`config.mk`:
```
export PLATFORM = sky130hd
export DESIGN_NAME = inst_buffer_flat
export DESIGN_NICKNAME = d
export VERILOG_FILES = /design/src/rtl/inst_buffer_pkg.sv /design/src/rtl/inst_buffer_if.sv /design/src/rtl/inst_buffer_ram.sv /design/src/rtl/inst_buffer.sv /design/src/flat_wrapper.sv
export SDC_FILE = /design/constraint.sdc
export NUM_CORES = 2
export LEC_CHECK = 0
export CAP_MARGIN = 20
export CORE_MARGIN = 5
export CORE_UTILIZATION = 55
export DETAILED_ROUTE_END_ITERATION = 10
export HOLD_SLACK_MARGIN = 0.15
export PLACE_DENSITY = 0.76
export SLEW_MARGIN = 20
export SYNTH_ARGS = -nofsm -noshare
export SYNTH_HDL_FRONTEND = slang
export SYNTH_HIERARCHICAL = 1
export SYNTH_SLANG_ARGS = --single-unit
```
`constraint.sdc`:
```
create_clock -name clk -period 20.8 [get_ports clk]
set_input_delay 3.12 -clock clk [delete_from_list [all_inputs] [get_ports clk]]
set_output_delay 3.12 -clock clk [all_outputs]
set_load 0.05 [all_outputs]
```
`src/rtl/inst_buffer_pkg.sv`:
```
`default_nettype none
// ============================================================================
// Module   : inst_buffer_pkg
// Brief    : Shared types and constants for the dual-issue instruction buffer.
// Revision : 1.0 - initial release
// ============================================================================
package inst_buffer_pkg;

    localparam int c_ib_depth = 8;
    localparam int c_pc_w     = 32;
    localparam int c_inst_w   = 32;
    localparam int c_cause_w  = 7;

    // Exception codes carried alongside fetched instructions
    localparam logic [c_cause_w-1:0] c_exception_int  = 7'h00;
    localparam logic [c_cause_w-1:0] c_exception_pif  = 7'h03;
    localparam logic [c_cause_w-1:0] c_exception_ppi  = 7'h07;
    localparam logic [c_cause_w-1:0] c_exception_adef = 7'h08;
    localparam logic [c_cause_w-1:0] c_exception_ale  = 7'h09;
    localparam logic [c_cause_w-1:0] c_exception_sys  = 7'h0b;
    localparam logic [c_cause_w-1:0] c_exception_brk  = 7'h0c;
    localparam logic [c_cause_w-1:0] c_exception_ine  = 7'h0d;

    typedef struct packed {
        logic [c_pc_w-1:0]    pc;
        logic [c_inst_w-1:0]  inst;
        logic                 pred_taken;
        logic                 excp;
        logic [c_cause_w-1:0] cause;
    } ib_entry_t;

    localparam int c_entry_w = $bits(ib_entry_t);

    // Zero an entry whose slot is not valid so decode never sees stale data
    function automatic ib_entry_t ib_gate(input ib_entry_t e, input logic valid);
        return valid ? e : '0;
    endfunction

endpackage
`default_nettype wire

```
`src/rtl/inst_buffer_if.sv`:
```
`default_nettype none
// ============================================================================
// Module   : inst_buffer_if
// Brief    : Fetch-side write, decode-side read and pc-stall signals of the buffer.
// Revision : 1.0 - initial release
// ============================================================================
interface inst_buffer_if;
    import inst_buffer_pkg::*;

    logic                 flush;

    logic                 in_valid1;
    logic                 in_valid2;
    logic [c_pc_w-1:0]    in_pc1;
    logic [c_pc_w-1:0]    in_pc2;
    logic [c_inst_w-1:0]  in_inst1;
    logic [c_inst_w-1:0]  in_inst2;
    logic                 in_pred_taken1;
    logic                 in_pred_taken2;
    logic                 in_excp1;
    logic                 in_excp2;
    logic [c_cause_w-1:0] in_excp_cause1;
    logic [c_cause_w-1:0] in_excp_cause2;

    logic                 out_ready1;
    logic                 out_ready2;
    logic                 out_valid1;
    logic                 out_valid2;
    logic [c_pc_w-1:0]    out_pc1;
    logic [c_pc_w-1:0]    out_pc2;
    logic [c_inst_w-1:0]  out_inst1;
    logic [c_inst_w-1:0]  out_inst2;
    logic                 out_pred_taken1;
    logic                 out_pred_taken2;
    logic                 out_excp1;
    logic                 out_excp2;
    logic [c_cause_w-1:0] out_excp_cause1;
    logic [c_cause_w-1:0] out_excp_cause2;

    logic                 stall_to_pc;

    modport master (
        output flush,
        output in_valid1, in_valid2, in_pc1, in_pc2, in_inst1, in_inst2,
        output in_pred_taken1, in_pred_taken2, in_excp1, in_excp2,
        output in_excp_cause1, in_excp_cause2,
        output out_ready1, out_ready2,
        input  out_valid1, out_valid2, out_pc1, out_pc2, out_inst1, out_inst2,
        input  out_pred_taken1, out_pred_taken2, out_excp1, out_excp2,
        input  out_excp_cause1, out_excp_cause2,
        input  stall_to_pc
    );

    modport slave (
        input  flush,
        input  in_valid1, in_valid2, in_pc1, in_pc2, in_inst1, in_inst2,
        input  in_pred_taken1, in_pred_taken2, in_excp1, in_excp2,
        input  in_excp_cause1, in_excp_cause2,
        input  out_ready1, out_ready2,
        output out_valid1, out_valid2, out_pc1, out_pc2, out_inst1, out_inst2,
        output out_pred_taken1, out_pred_taken2, out_excp1, out_excp2,
        output out_excp_cause1, out_excp_cause2,
        output stall_to_pc
    );

endinterface
`default_nettype wire

```
`src/rtl/inst_buffer_ram.sv`:
```
`default_nettype none
// ============================================================================
// Module   : inst_buffer_ram
// Brief    : 2-write / 2-read register array holding buffer entries; data not reset.
// Revision : 1.0 - initial release
// ============================================================================
module inst_buffer_ram
    import inst_buffer_pkg::*;
#(
    parameter int DEPTH = c_ib_depth,
    parameter int PTR_W = $clog2(DEPTH)
) (
    input  wire logic             clk,
    input  wire logic             i_we0,
    input  wire logic [PTR_W-1:0] i_waddr0,
    input  wire ib_entry_t        i_wdata0,
    input  wire logic             i_we1,
    input  wire logic [PTR_W-1:0] i_waddr1,
    input  wire ib_entry_t        i_wdata1,
    input  wire logic [PTR_W-1:0] i_raddr0,
    input  wire logic [PTR_W-1:0] i_raddr1,
    output ib_entry_t             o_rdata0,
    output ib_entry_t             o_rdata1
);

    ib_entry_t r_mem [DEPTH];

    // The two write addresses are always consecutive, so they never collide
    always_ff @(posedge clk) begin
        if (i_we0) begin
            r_mem[i_waddr0] <= i_wdata0;
        end
        if (i_we1) begin
            r_mem[i_waddr1] <= i_wdata1;
        end
    end

    assign o_rdata0 = r_mem[i_raddr0];
    assign o_rdata1 = r_mem[i_raddr1];

endmodule
`default_nettype wire

```
`src/rtl/inst_buffer.sv`:
```
`default_nettype none
// ============================================================================
// Module   : inst_buffer
// Brief    : Dual-issue in-order instruction queue between fetch and decode.
// Revision : 1.0 - initial release
// ============================================================================
module inst_buffer
    import inst_buffer_pkg::*;
#(
    parameter int DEPTH = c_ib_depth,
    parameter int PTR_W = $clog2(DEPTH)
) (
    input  wire logic   clk,
    input  wire logic   rst,
    inst_buffer_if.slave bus
);

    localparam logic [PTR_W:0] c_depth = (PTR_W+1)'(DEPTH);
    localparam logic [PTR_W:0] c_two   = (PTR_W+1)'(2);

    logic [PTR_W-1:0] r_rd_ptr;
    logic [PTR_W-1:0] r_wr_ptr;
    logic [PTR_W:0]   r_count;

    logic [PTR_W:0]   w_free;
    logic [1:0]       w_n_req;
    logic [1:0]       w_n_acc;
    logic [1:0]       w_n_rd;
    logic             w_valid1;
    logic             w_valid2;
    logic             w_pop1;
    logic             w_pop2;

    ib_entry_t        w_slot1;
    ib_entry_t        w_slot2;
    logic             w_we0;
    logic             w_we1;
    ib_entry_t        w_wdata0;
    logic [PTR_W-1:0] w_waddr1;
    logic [PTR_W-1:0] w_raddr1;
    ib_entry_t        w_head0;
    ib_entry_t        w_head1;
    ib_entry_t        w_out1;
    ib_entry_t        w_out2;

    // ------------------------------------------------------------------
    // Capacity and acceptance: only the registered count is trusted, a
    // same-cycle pop does not make room for a same-cycle write.
    // ------------------------------------------------------------------
    assign w_free  = c_depth - r_count;
    assign w_n_req = {1'b0, bus.in_valid1} + {1'b0, bus.in_valid2};

    always_comb begin
        w_n_acc = 2'd0;
        if (!bus.flush) begin
            if ((PTR_W+1)'(w_n_req) <= w_free) begin
                w_n_acc = w_n_req;
            end else begin
                w_n_acc = w_free[1:0];
            end
        end
    end

    // Compaction: the first valid slot always lands at wr_ptr
    assign w_slot1  = '{pc: bus.in_pc1, inst: bus.in_inst1, pred_taken: bus.in_pred_taken1,
                        excp: bus.in_excp1, cause: bus.in_excp_cause1};
    assign w_slot2  = '{pc: bus.in_pc2, inst: bus.in_inst2, pred_taken: bus.in_pred_taken2,
                        excp: bus.in_excp2, cause: bus.in_excp_cause2};
    assign w_we0    = (w_n_acc != 2'd0);
    assign w_we1    = (w_n_acc == 2'd2);
    assign w_wdata0 = bus.in_valid1 ? w_slot1 : w_slot2;
    assign w_waddr1 = r_wr_ptr + PTR_W'(1);

    // ------------------------------------------------------------------
    // Read side: show-ahead from the two head entries, strictly in order
    // ------------------------------------------------------------------
    assign w_valid1 = (r_count != '0);
    assign w_valid2 = (r_count >= c_two);
    assign w_pop1   = bus.out_ready1 & w_valid1;
    assign w_pop2   = w_pop1 & bus.out_ready2 & w_valid2;
    assign w_n_rd   = {1'b0, w_pop1} + {1'b0, w_pop2};
    assign w_raddr1 = r_rd_ptr + PTR_W'(1);

    inst_buffer_ram #(
        .DEPTH (DEPTH),
        .PTR_W (PTR_W)
    ) u_ram (
        .clk      (clk),
        .i_we0    (w_we0),
        .i_waddr0 (r_wr_ptr),
        .i_wdata0 (w_wdata0),
        .i_we1    (w_we1),
        .i_waddr1 (w_waddr1),
        .i_wdata1 (w_slot2),
        .i_raddr0 (r_rd_ptr),
        .i_raddr1 (w_raddr1),
        .o_rdata0 (w_head0),
        .o_rdata1 (w_head1)
    );

    // ------------------------------------------------------------------
    // Control state; flush outranks every other event
    // ------------------------------------------------------------------
    always_ff @(posedge clk or posedge rst) begin
        if (rst) begin
            r_rd_ptr <= '0;
            r_wr_ptr <= '0;
            r_count  <= '0;
        end else if (bus.flush) begin
            r_rd_ptr <= '0;
            r_wr_ptr <= '0;
            r_count  <= '0;
        end else begin
            r_rd_ptr <= r_rd_ptr + PTR_W'(w_n_rd);
            r_wr_ptr <= r_wr_ptr + PTR_W'(w_n_acc);
            r_count  <= r_count + (PTR_W+1)'(w_n_acc) - (PTR_W+1)'(w_n_rd);
        end
    end

    // ------------------------------------------------------------------
    // Outputs
    // ------------------------------------------------------------------
    assign w_out1 = ib_gate(w_head0, w_valid1);
    assign w_out2 = ib_gate(w_head1, w_valid2);

    assign bus.out_valid1      = w_valid1;
    assign bus.out_pc1         = w_out1.pc;
    assign bus.out_inst1       = w_out1.inst;
    assign bus.out_pred_taken1 = w_out1.pred_taken;
    assign bus.out_excp1       = w_out1.excp;
    assign bus.out_excp_cause1 = w_out1.cause;

    assign bus.out_valid2      = w_valid2;
    assign bus.out_pc2         = w_out2.pc;
    assign bus.out_inst2       = w_out2.inst;
    assign bus.out_pred_taken2 = w_out2.pred_taken;
    assign bus.out_excp2       = w_out2.excp;
    assign bus.out_excp_cause2 = w_out2.cause;

    assign bus.stall_to_pc     = (w_free < c_two);

endmodule
`default_nettype wire

```
`src/flat_wrapper.sv`:
```
// flat-port wrapper written by rule: the top's interface ports become plain ports
module inst_buffer_flat import inst_buffer_pkg::*;
#(
    parameter int DEPTH = c_ib_depth,
    parameter int PTR_W = $clog2(DEPTH)
)
  (clk, rst, bus_flush, bus_in_valid1, bus_in_valid2, bus_in_pc1, bus_in_pc2, bus_in_inst1, bus_in_inst2, bus_in_pred_taken1, bus_in_pred_taken2, bus_in_excp1, bus_in_excp2, bus_in_excp_cause1, bus_in_excp_cause2, bus_out_ready1, bus_out_ready2, bus_out_valid1, bus_out_valid2, bus_out_pc1, bus_out_pc2, bus_out_inst1, bus_out_inst2, bus_out_pred_taken1, bus_out_pred_taken2, bus_out_excp1, bus_out_excp2, bus_out_excp_cause1, bus_out_excp_cause2, bus_stall_to_pc);
  inst_buffer_if bus_i ();
  input  wire logic clk;
  input  wire logic rst;
  input wire logic [$bits(bus_i.flush)-1:0] bus_flush;
  input wire logic [$bits(bus_i.in_valid1)-1:0] bus_in_valid1;
  input wire logic [$bits(bus_i.in_valid2)-1:0] bus_in_valid2;
  input wire logic [$bits(bus_i.in_pc1)-1:0] bus_in_pc1;
  input wire logic [$bits(bus_i.in_pc2)-1:0] bus_in_pc2;
  input wire logic [$bits(bus_i.in_inst1)-1:0] bus_in_inst1;
  input wire logic [$bits(bus_i.in_inst2)-1:0] bus_in_inst2;
  input wire logic [$bits(bus_i.in_pred_taken1)-1:0] bus_in_pred_taken1;
  input wire logic [$bits(bus_i.in_pred_taken2)-1:0] bus_in_pred_taken2;
  input wire logic [$bits(bus_i.in_excp1)-1:0] bus_in_excp1;
  input wire logic [$bits(bus_i.in_excp2)-1:0] bus_in_excp2;
  input wire logic [$bits(bus_i.in_excp_cause1)-1:0] bus_in_excp_cause1;
  input wire logic [$bits(bus_i.in_excp_cause2)-1:0] bus_in_excp_cause2;
  input wire logic [$bits(bus_i.out_ready1)-1:0] bus_out_ready1;
  input wire logic [$bits(bus_i.out_ready2)-1:0] bus_out_ready2;
  output wire logic [$bits(bus_i.out_valid1)-1:0] bus_out_valid1;
  output wire logic [$bits(bus_i.out_valid2)-1:0] bus_out_valid2;
  output wire logic [$bits(bus_i.out_pc1)-1:0] bus_out_pc1;
  output wire logic [$bits(bus_i.out_pc2)-1:0] bus_out_pc2;
  output wire logic [$bits(bus_i.out_inst1)-1:0] bus_out_inst1;
  output wire logic [$bits(bus_i.out_inst2)-1:0] bus_out_inst2;
  output wire logic [$bits(bus_i.out_pred_taken1)-1:0] bus_out_pred_taken1;
  output wire logic [$bits(bus_i.out_pred_taken2)-1:0] bus_out_pred_taken2;
  output wire logic [$bits(bus_i.out_excp1)-1:0] bus_out_excp1;
  output wire logic [$bits(bus_i.out_excp2)-1:0] bus_out_excp2;
  output wire logic [$bits(bus_i.out_excp_cause1)-1:0] bus_out_excp_cause1;
  output wire logic [$bits(bus_i.out_excp_cause2)-1:0] bus_out_excp_cause2;
  output wire logic [$bits(bus_i.stall_to_pc)-1:0] bus_stall_to_pc;
  assign bus_i.flush = bus_flush;
  assign bus_i.in_valid1 = bus_in_valid1;
  assign bus_i.in_valid2 = bus_in_valid2;
  assign bus_i.in_pc1 = bus_in_pc1;
  assign bus_i.in_pc2 = bus_in_pc2;
  assign bus_i.in_inst1 = bus_in_inst1;
  assign bus_i.in_inst2 = bus_in_inst2;
  assign bus_i.in_pred_taken1 = bus_in_pred_taken1;
  assign bus_i.in_pred_taken2 = bus_in_pred_taken2;
  assign bus_i.in_excp1 = bus_in_excp1;
  assign bus_i.in_excp2 = bus_in_excp2;
  assign bus_i.in_excp_cause1 = bus_in_excp_cause1;
  assign bus_i.in_excp_cause2 = bus_in_excp_cause2;
  assign bus_i.out_ready1 = bus_out_ready1;
  assign bus_i.out_ready2 = bus_out_ready2;
  assign bus_out_valid1 = bus_i.out_valid1;
  assign bus_out_valid2 = bus_i.out_valid2;
  assign bus_out_pc1 = bus_i.out_pc1;
  assign bus_out_pc2 = bus_i.out_pc2;
  assign bus_out_inst1 = bus_i.out_inst1;
  assign bus_out_inst2 = bus_i.out_inst2;
  assign bus_out_pred_taken1 = bus_i.out_pred_taken1;
  assign bus_out_pred_taken2 = bus_i.out_pred_taken2;
  assign bus_out_excp1 = bus_i.out_excp1;
  assign bus_out_excp2 = bus_i.out_excp2;
  assign bus_out_excp_cause1 = bus_i.out_excp_cause1;
  assign bus_out_excp_cause2 = bus_i.out_excp_cause2;
  assign bus_stall_to_pc = bus_i.stall_to_pc;
  inst_buffer #(.DEPTH(DEPTH), .PTR_W(PTR_W)) u_core (.clk(clk), .rst(rst), .bus(bus_i));
endmodule
```
==> impl_results.md <==
- Synthesized instance count: 2106
- H-tree depth: 3
- Clock Sink Count: a little under 600
- Fmax: between 100 and 150 MHz
- Num rows: 94
- Cell area power density: ~140 nW/um^2
- PostCTS Resize Cnt: 0
- Final Wtd Congestion: roughly 0.78
- Vias per std cell: 6.61
- IO buf count: ~300
- First DRT Iteration DRCs: between 1500 and 2000
- Total grt overflow: 0
- # hold bufs at CTS: 0
- Hold Vio Cnt, Final: 0
- Hold path startpoint: u_core/r_wr_ptr[2]$_DFF_PP0_
- Crit Path Class: flop to output pin
- Post-synth top cells: mux2_2, edfxtp_1, mux4_2
- Synth-to-Final Area Change: 16.3%
- Worst slew pin tran: between 1000 and 1500 ps
- Setup TNS: 0 ps
- Avg Cell Area, Syn: 17.2 um^2
- IO Pins: ~300
- Startpoint Class: flop
- Seq/Total Area, Yosys: 49.2%
- Post-synth ARST share: between 1.5 and 2%
- Crit path required time: between 15000 and 20000 ps
- Vias in the first global route: 23287
- WP data arrival: 5860 ps
- Layout Skew: approximately 25 ps
- Area contributors post-synth: edfxtp_1, mux2_2, mux4_2, mux2_4, nor2b_1
- Synth unique cells: 36
- WL final: just under 100000 um
- R2R Path End: u_core/u_ram/r_mem[4][35]$_DFFE_PP_
- RSZ-0062 raised after global routing: no
- CP Max Fanout: 63
- R2R Setup Slk: approximately 16000 ps
- Post-synth top area share: approximately half
- Hold-critical path depth: 2
- Die X: about 270 um
- Most used DFF post-synth: edfxtp_1
- HP Class: flop to flop
- Max Cap Viol: 0
- Count of final max-slew check failures: 0
- Post-DP HPWL: about 57000 um
- Leak pwr: 13.7 nW
- Outcome: finished clean
- Share of post-route cells with drive strength above 1: a little over half
- Largest net degree at the start of global routing: 76
- WHS: about 750 ps
- Final worst path period share: between 40% and 50%
- CTS Buffer Depth: 3
- Root Driver: clkbuf_16
- RR Startpoint: u_core/r_count[0]$_DFF_PP0_
- Total CTS buffers: between 60 and 70
- Max_slew headroom: between 20% and 30%
- Setup violations, final: 0
- Global Route Usage Sum: 27.6%
- CTS tree: done
- TritonRoute pass-1 iters: 5
- Register bit total from synthesis: 594
- Global-route wire length before repair: between 100000 and 150000 um
- DRC errors left: 0
- Most common cell in the synthesized netlist: mux2_2
- Tmin final: 8980 ps
- Routed len/inst: between 30 and 40 um
- Sink of the worst hold path: u_core/r_wr_ptr[2]$_DFF_PP0_
- CTS clk-pin slew, worst paths: around 60 ps
- Fin nets: between 2000 and 3000
- Setup Buffers After CTS: 0
- Yosys top cell by area: edfxtp_1
- Die ar.: ~70000 um^2
- Syn Nets: ~2300
- Worst vdd ir: 0.146 mV
- YS warnings: 6
- Die height: about 270 um
- Total number of vias: ~22000
- Starting Density: between 50% and 60%
- Number of fill cells: ~4600
- Kind of end point of the critical path: output pin
- Final ANT Viol Nets: 0
- Worst-Skew Late Latency: roughly 600 ps
- Core area: ~66000 um^2
- Reg2reg path depth: 10
- Post-synthesis cell area: 36200 um^2
- Number of enable flip-flop cells after synthesis: 584
- Initial antenna violation count: 2
-- registers in the layout, indices dropped and copies added (netlist names) --
signal              cells
u_core/u_ram/r_mem    584
u_core/r_wr_ptr         3
u_core/r_count          4
u_core/r_rd_ptr         3
-- how the worst max path moves through the flow --
stage	end	start	slack [ps]	depth (start not counted)
final	bus_out_pc2[0]	u_core/r_rd_ptr[1]$_DFF_PP0_	11820	9
after CTS	bus_out_excp_cause2[0]	u_core/r_rd_ptr[1]$_DFF_PP0_	11600	8
after floorplan	u_core/u_ram/r_mem[0][0]$_DFFE_PP_	bus_in_valid1	10230	7
after detailed placement	bus_out_excp_cause2[0]	u_core/r_rd_ptr[1]$_DFF_PP0_	12270	8
after global placement	bus_out_pc2[31]	u_core/r_rd_ptr[1]$_DFF_PP0_	12330	8
after global routing	bus_out_pc2[31]	u_core/r_rd_ptr[1]$_DFF_PP0_	11660	9
-- metrics by stage --
step	worst slack, ps	instance area [um^2]	utilization [%]	total power, mW	std cells
6_report	11820	42000	64.2	6.09	3262
4_1_cts	11600	42000	64.1	6.13	3258
5_1_grt	11660	42000	64.2	6.32	3260
2_1_floorplan	10230	36200	-	3.96	2106
3_5_place_dp	12270	39900	60.9	4.99	3140
3_3_place_gp	12330	39900	60.9	4.96	3139
-- critical path, cell delays in order, from the launching register on --
cell and delay [ps]:
dfrtp_4 720, ha_4 230, xor2_4 570, buf_16 240, buf_4 870, buf_4 840, mux4_2 350, mux2_2 160
nor2b_1 340, clkdlybuf4s50_1 890
-- power by group --
part           switching, mW  internal [mW]
sequential            0.0678           1.48
combinational           2.00           1.42
clock                  0.466          0.660
total                   2.53           3.56
-- placed cells by master (no fill, tap or decap), types with 3 or more instances in the layout --
master           synthesis  final
clkinv_2                 0      9
mux4_2                 292    292
nor2_1                  10     10
nand4b_1                 3      3
clkdlybuf4s50_1          0    300
buf_16                   0      3
dfrtp_1                 10      7
fa_1                     4      4
nand2b_1                 3      3
and4bb_4                 0      3
mux2_4                  61     61
buf_4                    0     37
bufinv_16                0      3
mux2i_1                  3      3
clkinv_1                 0     10
ha_1                    16     15
xnor2_1                  3      3
edfxtp_1               584    584
o21ai_4                  0      4
mux2_2                 744    744
and2_1                  75     75
clkbuf_1                73     22
inv_1                   17     16
dfrtp_4                  0      3
clkbuf_16                0     71
nor2b_1                 79     79
-- final cells by class --
class,count,area (um^2),share of cell area [%]
repair buffers,342,3390,8.05
multi-input cells,1325,17600,42.0
flip-flops and latches,594,17800,42.3
diodes,2,5.00,0.0119
inverters,17,71.3,0.170
clock inverters,25,196,0.467
clock buffers,93,1860,4.42
well taps,864,1080,2.57
-- logic make-up after synthesis --
kind of cell               count (synthesis)  share of synthesized area [%]
buffers and inverters                    187                           2.38
xor gates and xnor gates                   6                          0.145
AOI/OAI and AO/OA                         16                          0.346
DFF                                      594                           49.2
muxes                                   1100                           44.0
adders and majority gates                 20                          0.775
and+or+nand+nor                          183                           3.16
-- metal layers --
metal | track usage, % | routed length (um) | up-vias
li1 | - | - | 9104
met1 | 36.6 | 38600 | 11396
met2 | 48.4 | 51000 | 931
met3 | 4.38 | 7080 | 131
met4 | 6.76 | 2000 | 2
met5 | 0 | 13 | -
(Power assumes the default switching activity.)
